## src/rtl/top_level_pkg.sv

```systemverilog
// Shared constants, FSM state type and the SECDED (16,11) encoder.
package top_level_pkg;

    localparam int MSG_COUNT = 15;
    localparam int SRC_BASE  = 0;
    localparam int DST_BASE  = 30;
    localparam int ADDR_W    = 8;
    localparam int DATA_W    = 8;

    typedef enum logic [2:0] {
        START = 3'd0,
        RD_LO = 3'd1,
        RD_HI = 3'd2,
        WR_LO = 3'd3,
        WR_HI = 3'd4,
        FIN   = 3'd5
    } state_t;

    function automatic logic [15:0] hamming_enc(input logic [11:1] d);
        logic p8, p4, p2, p1, p0;
        p8 = ^d[11:5];
        p4 = (^d[11:8]) ^ (^d[4:2]);
        p2 = d[11] ^ d[10] ^ d[7] ^ d[6] ^ d[4] ^ d[3] ^ d[1];
        p1 = d[11] ^ d[9] ^ d[7] ^ d[5] ^ d[4] ^ d[2] ^ d[1];
        p0 = (^d[11:1]) ^ p8 ^ p4 ^ p2 ^ p1;
        return {d[11:5], p8, d[4:2], p4, d[1], p2, p1, p0};
    endfunction

endpackage

```

## src/rtl/top_level_if.sv

```systemverilog
// Single-port memory bus between the program FSM and its data memory.
interface top_level_if;
    import top_level_pkg::*;

    logic [ADDR_W-1:0] addr;
    logic [DATA_W-1:0] wdata;
    logic [DATA_W-1:0] rdata;
    logic              we;

    modport master (output addr, output wdata, output we, input rdata);
    modport slave  (input addr, input wdata, input we, output rdata);
endinterface

```

## src/rtl/top_level_data_mem.sv

```systemverilog
// 256 x 8 data memory: combinational read, synchronous write, no reset.
module data_mem
    import top_level_pkg::*;
(
    input  logic       clk,
    top_level_if.slave bus
);

    logic [DATA_W-1:0] core [0:(1<<ADDR_W)-1];

    always_ff @(posedge clk) begin
        if (bus.we) begin
            core[bus.addr] <= bus.wdata;
        end
    end

    assign bus.rdata = core[bus.addr];

endmodule

```

## src/rtl/top_level.sv

```systemverilog
// Program-driven datapath; progID=1 Hamming-encodes 15 messages in dm1.
// Optional TRACE_EN macro enables simulation-only trace output.
module top_level
    import top_level_pkg::*;
#(
    parameter int progID = 1
) (
    input  logic clk,
    input  logic reset,
    output logic done
);

    top_level_if mbus ();

    data_mem dm1 (
        .clk (clk),
        .bus (mbus)
    );

    state_t      state, nstate;
    logic [3:0]  i, i_n;
    logic [7:0]  lo;
    logic [2:0]  hi;
    logic [11:1] d;
    logic [15:0] cw;
    logic [7:0]  pair;
    logic        unused_hi;

    assign d         = {hi, lo};
    assign cw        = hamming_enc(d);
    assign pair      = {3'b000, i, 1'b0};
    assign unused_hi = ^mbus.rdata[7:3];

    always_ff @(posedge clk or posedge reset) begin
        if (reset) begin
            state <= START;
            i     <= '0;
            lo    <= '0;
            hi    <= '0;
            done  <= 1'b0;
        end else begin
            state <= nstate;
            i     <= i_n;
            done  <= (nstate == FIN);
            if (state == RD_LO) lo <= mbus.rdata;
            if (state == RD_HI) hi <= mbus.rdata[2:0];
        end
    end

    always_comb begin
        nstate     = state;
        i_n        = i;
        mbus.addr  = '0;
        mbus.wdata = '0;
        mbus.we    = 1'b0;
        unique case (state)
            START: nstate = (progID == 1) ? RD_LO : FIN;
            RD_LO: begin
                mbus.addr = 8'(SRC_BASE) + pair;
                nstate    = RD_HI;
            end
            RD_HI: begin
                mbus.addr = 8'(SRC_BASE) + pair + 8'd1;
                nstate    = WR_LO;
            end
            WR_LO: begin
                mbus.addr  = 8'(DST_BASE) + pair;
                mbus.wdata = cw[7:0];
                mbus.we    = 1'b1;
                nstate     = WR_HI;
            end
            WR_HI: begin
                mbus.addr  = 8'(DST_BASE) + pair + 8'd1;
                mbus.wdata = cw[15:8];
                mbus.we    = 1'b1;
                if (i == 4'(MSG_COUNT - 1)) begin
                    nstate = FIN;
                end else begin
                    i_n    = i + 4'd1;
                    nstate = RD_LO;
                end
            end
            FIN:     nstate = FIN;
            default: nstate = START;
        endcase
    end

`ifdef TRACE_EN
    always @(posedge clk) begin
        if (!reset && state == WR_HI)
            $display("trace i=%0d d=%b cw=%b", i, d, cw);
        if (!reset && state != FIN && nstate == FIN)
            $display("program done");
    end
`endif

endmodule

```

## config.mk

```make
export PLATFORM = sky130hd
export DESIGN_NAME = top_level
export DESIGN_NICKNAME = d
export VERILOG_FILES = /design/src/rtl/top_level_pkg.sv /design/src/rtl/top_level_if.sv /design/src/rtl/top_level_data_mem.sv /design/src/rtl/top_level.sv
export SDC_FILE = /design/constraint.sdc
export NUM_CORES = 1
export LEC_CHECK = 0
export BUFFER_PORTS_ARGS = -buffer_cell sky130_fd_sc_hd__buf_2
export CAP_MARGIN = 20
export CELL_PAD_IN_SITES_DETAIL_PLACEMENT = 1
export CELL_PAD_IN_SITES_GLOBAL_PLACEMENT = 1
export CORE_AREA = 2 2 39 41
export DETAILED_ROUTE_END_ITERATION = 10
export DIE_AREA = 0 0 41 43
export PLACE_DENSITY_LB_ADDON = 0.1
export SYNTH_ARGS = -nofsm -noshare
export SYNTH_HDL_FRONTEND = slang
export SYNTH_HIERARCHICAL = 1
export SYNTH_SLANG_ARGS = --single-unit
```

## constraint.sdc

```tcl
create_clock -name clk -period 3.1 [get_ports clk]
set_input_delay 0.62 -clock clk [delete_from_list [all_inputs] [get_ports clk]]
set_output_delay 0.62 -clock clk [all_outputs]
set_load 0.01 [all_outputs]
```

## Word level (Yosys, flattened, before mapping)

Index checks and enable logic that the tools add are counted.

| word-level totals | value |
|---|---|
| flip-flop bits (word level) | 8 |
| bits of input ports | 2 |

| cells by class | value |
|---|---|
| $add $sub $neg | 1 |
| equality and inequality tests | 7 |
| muxes and demuxes | 2 |
| bitwise logic cells | 1 |
| reduce and logical (&&, ||, !) cells | 2 |

Operator list:

| kind | count |
|---|---|
| case mux 3 bit (6 select lines) | 1 |
| == test 3 bit (second input constant) | 3 |
| == test 3 x 2 -> 1 bit (second input constant) | 2 |
| adder 4 x 1 -> 4 bit (second input constant) | 1 |
| == test 4 bit (second input constant) | 1 |
| == test 3 x 1 -> 1 bit (second input constant) | 1 |
| logical NOT 3 bit | 1 |
| two-way mux 3 bit | 1 |
| AND reduction 2 bit | 1 |
| inverter 1 bit | 1 |

## Longest topological paths before layout

| logic depth | value |
|---|---|
| word-level depth | 4 |
| depth in mapped cells | 5 |
| depth with buffers taken out | 5 |

## Least setup slack after synthesis

Ideal clock, no wire load.

| timing | value |
|---|---|
| path kind | register to register |
| start point | register i[0] |
| end point | register i[3] |
| library setup time | 0.124 ns |
| arrival time | 1.111 ns |
| required time | 2.976 ns |
| slack | 1.865 ns |
| cell stages (with the launch flop) | 6 |
| cell sequence | dfrtp_1 -> inv_1 -> ha_1 -> a31oi_4 -> nand3_1 -> xnor2_1 |

| between the ends | value |
|---|---|
| cells in the longest elaborated chain, start to end | 3 |

RTL lines:

| item | RTL line | text |
|---|---|---|
| from (decl) | top_level.sv:21 | `logic [3:0] i, i_n;` |
| from (signal assigned) | top_level.sv:43 | `i <= i_n;` |
| parallel branches: the longest is 3 deep, another holds adder 4 x 1 -> 4 bit | - |  |

Parallel ways; which one is timed is not known.
A chain may end at the register's enable or synchronous reset.

## Final worst setup path

| timing | value |
|---|---|
| start point | register done |
| end point | output done |

RTL lines:

| item | RTL line | text |
|---|---|---|
| from (decl) | top_level.sv:10 | `output logic done` |
| from (signal assigned) | top_level.sv:44 | `done <= (nstate == FIN);` |

No word-level cell between the ends.

==> metrics.md <==
| Metric | Value |
|---|---|
| Pins Over Slew Limit | 0 |
| Final HPWL DP | slightly below 500 um |
| Via count | 231 |
| Die width | 41 um |
| Ys Warns | 6 |
| Max Cap Violations | 0 |
| Std-Cell Rows | 14 |
| Crit-path max FO | 1 |
| Sink Count | 8 |
| Global route overflow | 0 |
| Sequential fraction of the synthesis area | 54.4% |
| CTS clock-pin slew for the worst setup and hold paths | 0.06 ns |
| Pwr per Cell Area | 439 nW/um^2 |
| Residual DRC | 0 |
| Most frequent cells in the layout | dfrtp_1, xnor2_1, clkbuf_4 |
| Post-Layout Cell Count | 51 |
| Net count after synthesis | 34 |
| Worst EP required | about 2.5 ns |
| Synth-to-layout area growth | 14.3% |
| Post_cts resized | 0 |
| Cell area after synthesis | 368 um^2 |
| Setup Crit Path Kind | reg2out |
| DR pass1 iterations | 1 |
| Antenna viol nets, final | 0 |
| Die Area | ~1800 um^2 |
| Outcome | completed |
| WP buf/inv | 1 |
| Setup tns final | 0 ns |
| Initial antenna violation count | 0 |
| Clk_skew | 0.0127 ns |
| Core ar. | 1380 um^2 |
| I/O pins | 3 |
| Inst Count DP | 48 |
| Startpoint types | register |
| Slowest CP cell | dfrtp_1 |
| Syn avg cell area | 12.3 um^2 |
| Delay-heaviest family, CP | flip-flops |
| Commonest non-fill, non-tap cell in the layout | dfrtp_1 |
| Largest net degree at the start of global routing | 9 |
| Nets | 41 |
| Slowest stage delay, CP | 0.35 ns |
| Global Route Usage Sum | between 9 and 10% |
| Starting DRT DRC Count | 0 |
| Fin. Hold Viols | 0 |
| RD Place Congestion | between 0.6 and 0.7 |
| Worst Tran Pin Value | 0.302 ns |
| Final min period | approximately 1.4 ns |
| DRT Wirelength | 602 um |
| Max_slew headroom | 79.8% |
| Post-CTS Setup Bufs | 0 |
| Final core utilization | 30.4% |
| Vias in the first global route | approximately 290 |
| Initial Utilization | 26.6% |
| Peak VDD IR | 149 uV |
| Yosys reg bits | 8 |
| Post-Syn Instances | 30 |
| Fraction of layout cells with a size suffix above 1 | 20.0% |
| CP cell instances | buf_2 |
| Hold_ws | 0.298 ns |
| FMAX | 739 MHz |
| CTS tree | yes |
| Crit share post-route | a little over two fifths |
| First-pass GRT wire length | between 1000 and 1500 um |
| H-tree lvl count | 1 |
| Die Y | 43 um |
| Clock Path Buffers | 2 |
| Vias per std cell | 4.53 |
| Avg WL per Cell | 11.8 um |
| Arr. time, crit path | around 0.73 ns |
| RSZ-0062 raised after global routing | false |
| CP endpoint kind | output port |
| N_diodes | 0 |
| PortBufs | 2 |
| Num CTS Buffers | 3 |
| HP Class | in2async |
| Hold-fix buffers, CTS | 0 |
| Setup-failing EPs final | 0 |
| Post-synthesis cell type count | 15 |
| Pleak | 0.181 nW |
| Skew-Pair Late Insertion Delay | 0.25 ns |
| Tot Pwr | 185 uW |
| Root Driver | clkbuf_4 |
[final timing paths]
| check | end | slack, ns | cells past startpoint | startpoint |
|---|---|---|---|---|
| setup / recovery | done | 1.75 | 1 | done |
| hold / removal | i[3] | 0.30 | 2 | reset |
| setup reg to reg | i[2] | 1.75 | 5 | i[0] |
| hold reg to reg | state[1] | 0.52 | 1 | state[2] |
| max in group asynchronous | i[2] | 2.56 | 2 | reset |
| min in group clk | state[1] | 0.52 | 1 | state[2] |
[cells by family after synthesis]
kind of cell	Yosys count	synth area share, %
multiplexers	1	2.72
AND/OR/NAND/NOR	9	13.9
AO/OA/AOI/OAI	4	10.5
adder cells (fa/ha/maj)	2	6.80
flip-flops	8	54.4
XOR/XNOR	4	9.52
buffers and inverters	2	2.04
[state kept, by name, summed over array words and instances, names as in the netlist]
signal	flops
i	4
state	3
done	1
[power by group]
group | total, mW | leakage, nW | internal (mW) | switching [mW]
registers | 0.105 | 0.0973 | 0.105 | 0
clock network | 0.0776 | 0.0138 | 0.0442 | 0.0334
logic | 0.00257 | 0.0702 | 0.000527 | 0.00205
[Yosys cell counts, drive strengths merged]
library cell  instances  area (um^2)
dfrtp                 8          200
xnor2                 4         35.0
a31oi                 2         27.5
ha                    2         25.0
inv                   2         7.51
nand2                 2         7.51
nand3                 2         10.0
nor2                  2         7.51
a21oi                 1         5.00
and3                  1         6.26
mux2i                 1         10.0
nand2b                1         6.26
nor2b                 1         13.8
o22ai                 1         6.26
[per-layer routing]
metal | up-vias | track usage (%) | part of all wire (%)
li1 | 112 | - | -
met1 | 114 | 10.5 | 43
met2 | 3 | 15.9 | 52
met3 | 2 | 3.14 | 3.7
met4 | 0 | 6.00 | 0.66
met5 | - | 0 | 0
[cell type report]
class | count | area [um^2]
flip-flops and latches | 8 | 200
multi-input cells | 20 | 160
inverters | 2 | 7.51
repair buffers | 2 | 10.0
well taps | 16 | 20.0
fillers | 158 | 963
clock buffers | 3 | 22.5
[per-stage QoR]
stage | cell area, um^2 | worst slack (ns)
2_1_floorplan | 368 | 1.87
3_3_place_gp | 398 | 1.79
3_5_place_dp | 398 | 1.76
4_1_cts | 420 | 1.73
5_1_grt | 420 | 1.64
6_report | 420 | 1.75
Note: power is estimated with default switching activity, not from simulation.
